===== src/rtl/cmps2_sampler.sv =====
// cmps2_sampler
//
// Measurement sequencer for the Pmod CMPS2 (MMC34160PJ) magnetometer. It sits
// directly in front of i2c_master and runs this loop: trigger a measurement,
// poll the status register until the measurement is done, then burst-read the
// six X/Y/Z bytes. Each good read is published as three signed 16-bit field
// samples together with a one-cycle valid strobe. Retries, poll timeouts and
// error accounting are all handled here, so downstream logic only ever sees
// complete, coherent samples.
//
// Parameters:
//   CLK_HZ          system clock frequency
//   SAMPLE_HZ       target measurement rate
//   DEV_ADDR        7-bit I2C address of the sensor
//   POLL_MAX        status reads allowed before the cycle is declared failed
//   STARTUP_CYCLES  sensor power-up delay after reset
//
// Ports:
//   clk, rst_n              clock, synchronous active-low reset
//   enable                  run the sampling loop while high
//   start_txn               one-cycle request to i2c_master
//   device_addr, reg_addr   target device / register of the current transaction
//   rw, num_bytes, wr_data  direction (1 = read), byte count, write payload
//   rd_data, rd_valid       returned read bytes, one strobe per byte
//   busy, done, error       i2c_master status; error wins over done
//   mag_x, mag_y, mag_z     latest field sample (raw - 32768)
//   sample_valid            one-cycle pulse when mag_* update
//   sensor_err              last cycle failed; cleared by the next good sample
//   err_cnt                 saturating count of failed cycles

module cmps2_sampler #(
  parameter int unsigned CLK_HZ         = 100_000_000,
  parameter int unsigned SAMPLE_HZ      = 50,
  parameter logic [6:0]  DEV_ADDR       = 7'h30,
  parameter int unsigned POLL_MAX       = 16,
  parameter int unsigned STARTUP_CYCLES = 1_000_000
) (
  input  logic               clk,
  input  logic               rst_n,
  input  logic               enable,
  output logic               start_txn,
  output logic [6:0]         device_addr,
  output logic [7:0]         reg_addr,
  output logic               rw,
  output logic [2:0]         num_bytes,
  output logic [7:0]         wr_data,
  input  logic [7:0]         rd_data,
  input  logic               rd_valid,
  input  logic               busy,
  input  logic               done,
  input  logic               error,
  output logic signed [15:0] mag_x,
  output logic signed [15:0] mag_y,
  output logic signed [15:0] mag_z,
  output logic               sample_valid,
  output logic               sensor_err,
  output logic [7:0]         err_cnt
);

  localparam int unsigned WaitCycles = CLK_HZ / SAMPLE_HZ - 1;

  localparam logic [7:0] RegData   = 8'h00;
  localparam logic [7:0] RegStatus = 8'h06;
  localparam logic [7:0] RegCtrl0  = 8'h07;
  localparam logic [7:0] CtrlTm    = 8'h01;  // take-measurement bit

  typedef enum logic [2:0] {
    StStartup,
    StIdle,
    StTrig,
    StPoll,
    StRead,
    StPublish,
    StWait
  } state_e;

  // Handshake phase of the transaction owned by the current state.
  typedef enum logic [1:0] {
    TxnNone,
    TxnSettle,  // fields just registered, give them a cycle before start
    TxnIssue,   // waiting for busy low to pulse start_txn
    TxnWait     // outstanding, waiting for done/error
  } txn_e;

  state_e state_q, state_d;
  txn_e   txn_q, txn_d;

  logic [31:0] cnt_q;
  logic [31:0] poll_cnt_q;
  logic [2:0]  byte_idx_q, byte_idx_d;
  logic        status_bit_q;
  logic [7:0]  shadow_q [6];
  logic [7:0]  shadow_d [6];

  logic [7:0]  reg_addr_q;
  logic        rw_q;
  logic [2:0]  num_bytes_q;
  logic [7:0]  wr_data_q;

  logic signed [15:0] mag_x_q, mag_y_q, mag_z_q;
  logic               sample_valid_q;
  logic               sensor_err_q;
  logic [7:0]         err_cnt_q;

  logic txn_end, txn_fail, txn_ok;
  logic status_ready;
  logic byte_cap;
  logic cycle_fail;
  logic poll_again;
  logic launch;

  // Sensor reports offset binary; flipping the MSB gives raw - 32768.
  function automatic logic [15:0] to_field(input logic [7:0] lo, input logic [7:0] hi);
    to_field = {~hi[7], hi[6:0], lo};
  endfunction

  // ---------------------------------------------------------------------------
  // Transaction status decode
  // ---------------------------------------------------------------------------
  assign txn_end  = (txn_q == TxnWait) && (done || error);
  assign txn_fail = (txn_q == TxnWait) && error;
  assign txn_ok   = txn_end && !error;

  // The status byte may arrive in the same cycle as done.
  assign status_ready = rd_valid ? rd_data[0] : status_bit_q;

  // Bytes past index 5 are dropped; index stops at 6.
  assign byte_cap   = (state_q == StRead) && (txn_q == TxnWait) && rd_valid &&
                      (byte_idx_q < 3'd6);
  assign byte_idx_d = byte_cap ? byte_idx_q + 3'd1 : byte_idx_q;

  always_comb begin
    shadow_d = shadow_q;
    if (byte_cap) begin
      shadow_d[byte_idx_q] = rd_data;
    end
  end

  // ---------------------------------------------------------------------------
  // FSM: state register
  // ---------------------------------------------------------------------------
  always_ff @(posedge clk) begin
    if (!rst_n) begin
      state_q <= StStartup;
    end else begin
      state_q <= state_d;
    end
  end

  // ---------------------------------------------------------------------------
  // FSM: next state
  // ---------------------------------------------------------------------------
  always_comb begin
    state_d    = state_q;
    cycle_fail = 1'b0;
    poll_again = 1'b0;
    unique case (state_q)
      StStartup: begin
        if (cnt_q + 32'd1 >= STARTUP_CYCLES) state_d = StIdle;
      end
      StIdle: begin
        if (enable) state_d = StTrig;
      end
      StTrig: begin
        if (txn_fail) begin
          state_d    = StWait;
          cycle_fail = 1'b1;
        end else if (txn_ok) begin
          // With enable low the trigger write is allowed to finish, then we park.
          state_d = enable ? StPoll : StWait;
        end
      end
      StPoll: begin
        if (txn_fail) begin
          state_d    = StWait;
          cycle_fail = 1'b1;
        end else if (txn_ok) begin
          if (status_ready) begin
            state_d = enable ? StRead : StWait;
          end else if (poll_cnt_q + 32'd1 >= POLL_MAX) begin
            state_d    = StWait;
            cycle_fail = 1'b1;
          end else if (enable) begin
            poll_again = 1'b1;
          end else begin
            state_d = StWait;
          end
        end
      end
      StRead: begin
        if (txn_fail) begin
          state_d    = StWait;
          cycle_fail = 1'b1;
        end else if (txn_ok) begin
          if (byte_idx_d == 3'd6) begin
            state_d = StPublish;
          end else begin
            state_d    = StWait;
            cycle_fail = 1'b1;
          end
        end
      end
      StPublish: begin
        state_d = StWait;
      end
      StWait: begin
        if (cnt_q + 32'd1 >= WaitCycles) state_d = enable ? StTrig : StIdle;
      end
      default: begin
        state_d = StStartup;
      end
    endcase
  end

  // ---------------------------------------------------------------------------
  // FSM: outputs and handshake control
  // ---------------------------------------------------------------------------
  always_comb begin
    start_txn = (txn_q == TxnIssue) && !busy;
    launch    = poll_again ||
                ((state_d != state_q) &&
                 ((state_d == StTrig) || (state_d == StPoll) || (state_d == StRead)));

    txn_d = txn_q;
    if (launch) begin
      txn_d = TxnSettle;
    end else begin
      unique case (txn_q)
        TxnSettle: txn_d = TxnIssue;
        TxnIssue:  if (!busy) txn_d = TxnWait;
        TxnWait:   if (done || error) txn_d = TxnNone;
        default:   txn_d = TxnNone;
      endcase
    end
  end

  // ---------------------------------------------------------------------------
  // Datapath
  // ---------------------------------------------------------------------------
  always_ff @(posedge clk) begin
    if (!rst_n) begin
      txn_q          <= TxnNone;
      cnt_q          <= '0;
      poll_cnt_q     <= '0;
      byte_idx_q     <= '0;
      status_bit_q   <= 1'b0;
      for (int i = 0; i < 6; i++) shadow_q[i] <= '0;
      reg_addr_q     <= '0;
      rw_q           <= 1'b0;
      num_bytes_q    <= 3'd1;
      wr_data_q      <= '0;
      mag_x_q        <= '0;
      mag_y_q        <= '0;
      mag_z_q        <= '0;
      sample_valid_q <= 1'b0;
      sensor_err_q   <= 1'b0;
      err_cnt_q      <= '0;
    end else begin
      txn_q      <= txn_d;
      shadow_q   <= shadow_d;
      byte_idx_q <= byte_idx_d;

      // Shared delay counter, restarted on every state change.
      if (state_d != state_q) begin
        cnt_q <= '0;
      end else if ((state_q == StStartup) || (state_q == StWait)) begin
        cnt_q <= cnt_q + 32'd1;
      end

      if ((state_q == StPoll) && (txn_q == TxnWait) && rd_valid) begin
        status_bit_q <= rd_data[0];
      end

      if ((state_q == StTrig) && (state_d == StPoll)) begin
        poll_cnt_q <= '0;
      end else if (poll_again) begin
        poll_cnt_q <= poll_cnt_q + 32'd1;
      end

      // Command fields change only here, so they hold for the whole transaction.
      if (launch) begin
        status_bit_q <= 1'b0;
        unique case (state_d)
          StTrig: begin
            reg_addr_q  <= RegCtrl0;
            rw_q        <= 1'b0;
            num_bytes_q <= 3'd1;
            wr_data_q   <= CtrlTm;
          end
          StPoll: begin
            reg_addr_q  <= RegStatus;
            rw_q        <= 1'b1;
            num_bytes_q <= 3'd1;
            wr_data_q   <= '0;
          end
          StRead: begin
            reg_addr_q  <= RegData;
            rw_q        <= 1'b1;
            num_bytes_q <= 3'd6;
            wr_data_q   <= '0;
            byte_idx_q  <= '0;
          end
          default: ;
        endcase
      end

      // Publishing from shadow_d lets a final byte coincident with done land.
      sample_valid_q <= (state_d == StPublish);
      if (state_d == StPublish) begin
        mag_x_q      <= to_field(shadow_d[0], shadow_d[1]);
        mag_y_q      <= to_field(shadow_d[2], shadow_d[3]);
        mag_z_q      <= to_field(shadow_d[4], shadow_d[5]);
        sensor_err_q <= 1'b0;
      end

      if (cycle_fail) begin
        sensor_err_q <= 1'b1;
        if (err_cnt_q != 8'hFF) err_cnt_q <= err_cnt_q + 8'd1;
      end
    end
  end

  assign device_addr  = DEV_ADDR;
  assign reg_addr     = reg_addr_q;
  assign rw           = rw_q;
  assign num_bytes    = num_bytes_q;
  assign wr_data      = wr_data_q;
  assign mag_x        = mag_x_q;
  assign mag_y        = mag_y_q;
  assign mag_z        = mag_z_q;
  assign sample_valid = sample_valid_q;
  assign sensor_err   = sensor_err_q;
  assign err_cnt      = err_cnt_q;

endmodule


===== config.mk =====
export PLATFORM = sky130hd
export DESIGN_NAME = cmps2_sampler
export DESIGN_NICKNAME = d
export VERILOG_FILES = /design/src/rtl/cmps2_sampler.sv
export SDC_FILE = /design/constraint.sdc
export NUM_CORES = 1
export LEC_CHECK = 0
export BUFFER_PORTS_ARGS = -buffer_cell sky130_fd_sc_hd__buf_2
export CAP_MARGIN = 40
export CORE_ASPECT_RATIO = 0.75
export CORE_MARGIN = 2
export CORE_UTILIZATION = 63
export CTS_CLUSTER_SIZE = 12
export DETAILED_ROUTE_END_ITERATION = 10
export GPL_ROUTABILITY_DRIVEN = 1
export PLACE_DENSITY = 0.85
export SLEW_MARGIN = 20
export SYNTH_ARGS = -nofsm -noshare
export SYNTH_HDL_FRONTEND = slang
export SYNTH_SLANG_ARGS = --single-unit

===== constraint.sdc =====
create_clock -name clk -period 7.6 [get_ports clk]
set_input_delay 0.76 -clock clk [delete_from_list [all_inputs] [get_ports clk]]
set_output_delay 0.76 -clock clk [all_outputs]
set_load 0.1 [all_outputs]

==> metrics.csv <==
stage,metric,value,unit
synth,synth_area_leaders,"dfxtp_1 41%, mux2i_1 6.5%, and2_1 5.6%",
setup_path,reg2reg_from,cnt_q[0],
placed_design,portBuffers,81,
power_and_ir_drop,internal-power,1.44,mW
setup_path,criticalPathCategory,reg2reg,
power_and_ir_drop,irDropWorstVdd,181,uV
synth,synth.cell_area,9100,sq um
clock_network,cts_buffers,17,
routing,routed_wl,20200,microns
setup_path,reg2regPathDepth,12,
setup_path,worstPathRequired,7.91,ns
global_routing,grt-ovfl-total,0,
setup_path,max_stage_delay,0.67,ns
cells_and_area,fillCellCount,1006,
synth,yosysTopAreaCell,dfxtp_1,
timing,max_clock_freq,226,MHz
timing,relSlewSlack,0.440,
synth,netlist.area_leader.share,0.407,
global_routing,antenna_found_initial,0,
timing,setup_viol,0,
power_and_ir_drop,pwr-share-seq,0.494,
clock_network,cts_tree,yes,
power_and_ir_drop,p_per_area,196,nW/um^2
synth,synth.distinct_cells,84,
global_routing,grt_pass1_wl,32600,microns
floorplanning,boundaryPins,101,
setup_path,crit_end,mag_y[9],
setup_path,critPathLaunchType,flop,
power_and_ir_drop,leakage,4.29,nW
clock_network,clock-sinks,185,
floorplanning,rows,37,
floorplanning,die_x,143,microns
synth,yosysWarnings,0,
setup_path,path_buf_inv,1,
routing,drt_iter0_markers,599,
synth,synth.most_common_cell,dfxtp_1,
global_routing,grt_usage,0.261,
power_and_ir_drop,combPwrFrac,0.038,
synth,yosysSeqAreaShare,0.407,
synth,async_flop_share,0,
routing,ant_nets,0,
routing,vias_per_cell,5.85,
clock_network,clkTransAtPathRegs,0.08,ns
routing,wl_per_cell,16.1,microns
clock_network,post_cts_buffers,0,
power_and_ir_drop,power_switching_share,0.269,
synth,syn_area_per_cell,9.10,sq um
clock_network,htreeDepth,4,
global_routing,grt_max_degree,55,
synth,synth_seq_cells,185,
setup_path,cp-end-kind,flop,
power_and_ir_drop,p_switching,0.530,mW
cells_and_area,area_delta_synth_final,10.5,%
timing,hold_viol,0,
synth,synth-main-ff-cell,dfxtp_1,
timing,fin_skew,0.0162,ns
floorplanning,initial_core_util,0.653,
setup_path,crit_slowest_cell,or4_1,
clock_network,cts-hold-fix-buffers,0,
global_routing,grt_pass1_vias,6620,
setup_path,crit_cells,12,
setup_path,r2r_slack,3.17,ns
synth,synth-edff-count,0,
synth,synthTopCellsByCount,"185 x dfxtp_1, 130 x nor2_1, 81 x and2_1",
run,drv_cap,0,
cells_and_area,nets,1071,
clock_network,postCtsResizedCells,0,
timing,tns,0,ns
status,status,"finished, final reports clean",
setup_path,critPathTopFamily,simple AND/OR/NAND/NOR gates,
placed_design,gp_congestion,0.946,
timing,fin_crit,4.43,ns
floorplanning,core,13900,sq um
synth,netlist_instances,1000,
routing,vias,7341,
timing,rsz0062_at_grt,false,
worst_hold_path,worstHoldPathType,reg2reg,
power_and_ir_drop,p_clk_frac,0.468,
floorplanning,dieArea,15400,sq um
cells_and_area,drive_above_1_share,0.183,
clock_network,cts.path.max_buffers,2,
timing,tightestPinTransition,0.841,ns
cells_and_area,diodes,0,
clock_network,clock-root-buffer,clkbuf_16,
clock_network,insertion_delay,0.44,ns
setup_path,cp-startpoint,cnt_q[0],
routing,drc,0,
setup_path,path_cells,ha_1 > nand4_2 > or4_1 > a211o_1 > a22o_1 > nor4_4 > a21oi_1 > nor4_2 > nand3b_1 > buf_4 > mux2i_1 > nor2_1,
routing,drt-pass1-iter-count,5,
timing,drv_slew,0,
floorplanning,die_h,108,microns
setup_path,worstPathMaxFanout,54,
placed_design,hpwl,13300,microns
setup_path,r2r-end,mag_y[9],
power_and_ir_drop,power,1.97,mW
timing,post-route-period-util,0.583,
setup_path,crit_arrival,4.74,ns
## worst register-to-register path, cell delays in order (launching register included)
cell and delay (ns):
dfxtp_1 0.44, ha_1 0.35, nand4_2 0.23, or4_1 0.67, a211o_1 0.32, a22o_1 0.26, nor4_4 0.38, a21oi_1 0.09
nor4_2 0.32, nand3b_1 0.16, buf_4 0.64, mux2i_1 0.36, nor2_1 0.07
## flip-flops by register name (all words and copies together) (netlist names)
name,cells
num_bytes,2
mag_y,16
sample_valid,1
wr_data,1
reg_addr,2
cnt_q,32
shadow_q,48
status_bit_q,1
mag_z,16
rw,1
poll_cnt_q,32
sensor_err,1
err_cnt,8
txn_q,2
mag_x,16
byte_idx_q,3
state_q,3
## power by group through the flow
| stage | Clock [mW] | Combinational (mW) | Sequential, mW |
|---|---|---|---|
| 3_3_place_gp | 0 | 0.0734 | 0.995 |
| 4_1_cts | 0.929 | 0.0743 | 0.972 |
| 3_5_place_dp | 0 | 0.0737 | 0.995 |
| 2_1_floorplan | 0 | 0.0689 | 0.994 |
| 5_1_grt | 0.967 | 0.0785 | 0.973 |
| 6_report | 0.921 | 0.0747 | 0.973 |
## worst min path at each step
stage	from	slack, ns	cells past startpoint	endpoint
3_5_place_dp	mag_x[11]	0.45	2	mag_x[11]
2_1_floorplan	poll_cnt_q[19]	0.45	1	poll_cnt_q[19]
3_3_place_gp	mag_x[11]	0.44	2	mag_x[11]
6_report	mag_x[11]	0.45	2	mag_x[11]
4_1_cts	mag_x[11]	0.46	2	mag_x[11]
5_1_grt	mag_x[12]	0.50	2	mag_x[12]
## kinds of logic (layout without fill, tap and decap cells)
family,count (synthesis),in the layout,synth area share
AO/OA/AOI/OAI,115,115,0.0934
XOR/XNOR,56,56,0.0539
adder cells (fa/ha/maj),9,9,0.0124
buffers and inverters,90,133,0.0549
flip-flops,185,185,0.407
multiplexers,100,100,0.116
other,2,19,0.000826
AND/OR/NAND/NOR,443,443,0.262
## layout by cell type (no fill, tap or decap), types with 12 or more instances in the layout
master / instances
nand2_1: 51
buf_2: 82
inv_1: 12
and2_1: 81
nor4_1: 12
nor3_1: 20
mux2i_1: 59
dfxtp_1: 185
xnor2_1: 30
a21oi_1: 25
clkbuf_16: 17
mux2_2: 41
conb_1: 19
nand4_1: 27
xor2_1: 26
o21ai_0: 21
nand3_1: 33
nor2_1: 130
## per-layer routing
metal	routed length, microns	vias up	part of all wire	track usage
met3	1310	20	0.065	0.0399
met1	9740	3475	0.48	0.381
met5	0	-	0	0
li1	-	3579	-	-
met4	214	0	0.011	0.0835
met2	8980	267	0.44	0.398
## per-stage QoR
stage                     cell area (sq um)  instances  setup slack [ns]  hold slack (ns)   util
after floorplan                        9160       1017              4.10            0.447      -
after global placement                 9410       1221              3.37            0.438  0.675
after detailed placement               9410       1222              3.29            0.448  0.676
after CTS                             10000       1254              3.20            0.458  0.721
after global routing                  10100       1255              2.92            0.500  0.721
final                                 10100       1255              3.17            0.454  0.721
## cell type report
type                            instances  area (sq um)  share of cell area
Clock buffer                           17           425              0.0423
Clock inverter                         15           203              0.0202
Inverter                               13          48.8             0.00485
Multi-Input combinational cell        742          4980               0.495
Sequential cell                       185          3700               0.368
Tap cell                              195           244              0.0243
Timing Repair Buffer                   88           453              0.0451
Note: power is estimated with default switching activity, not from simulation.
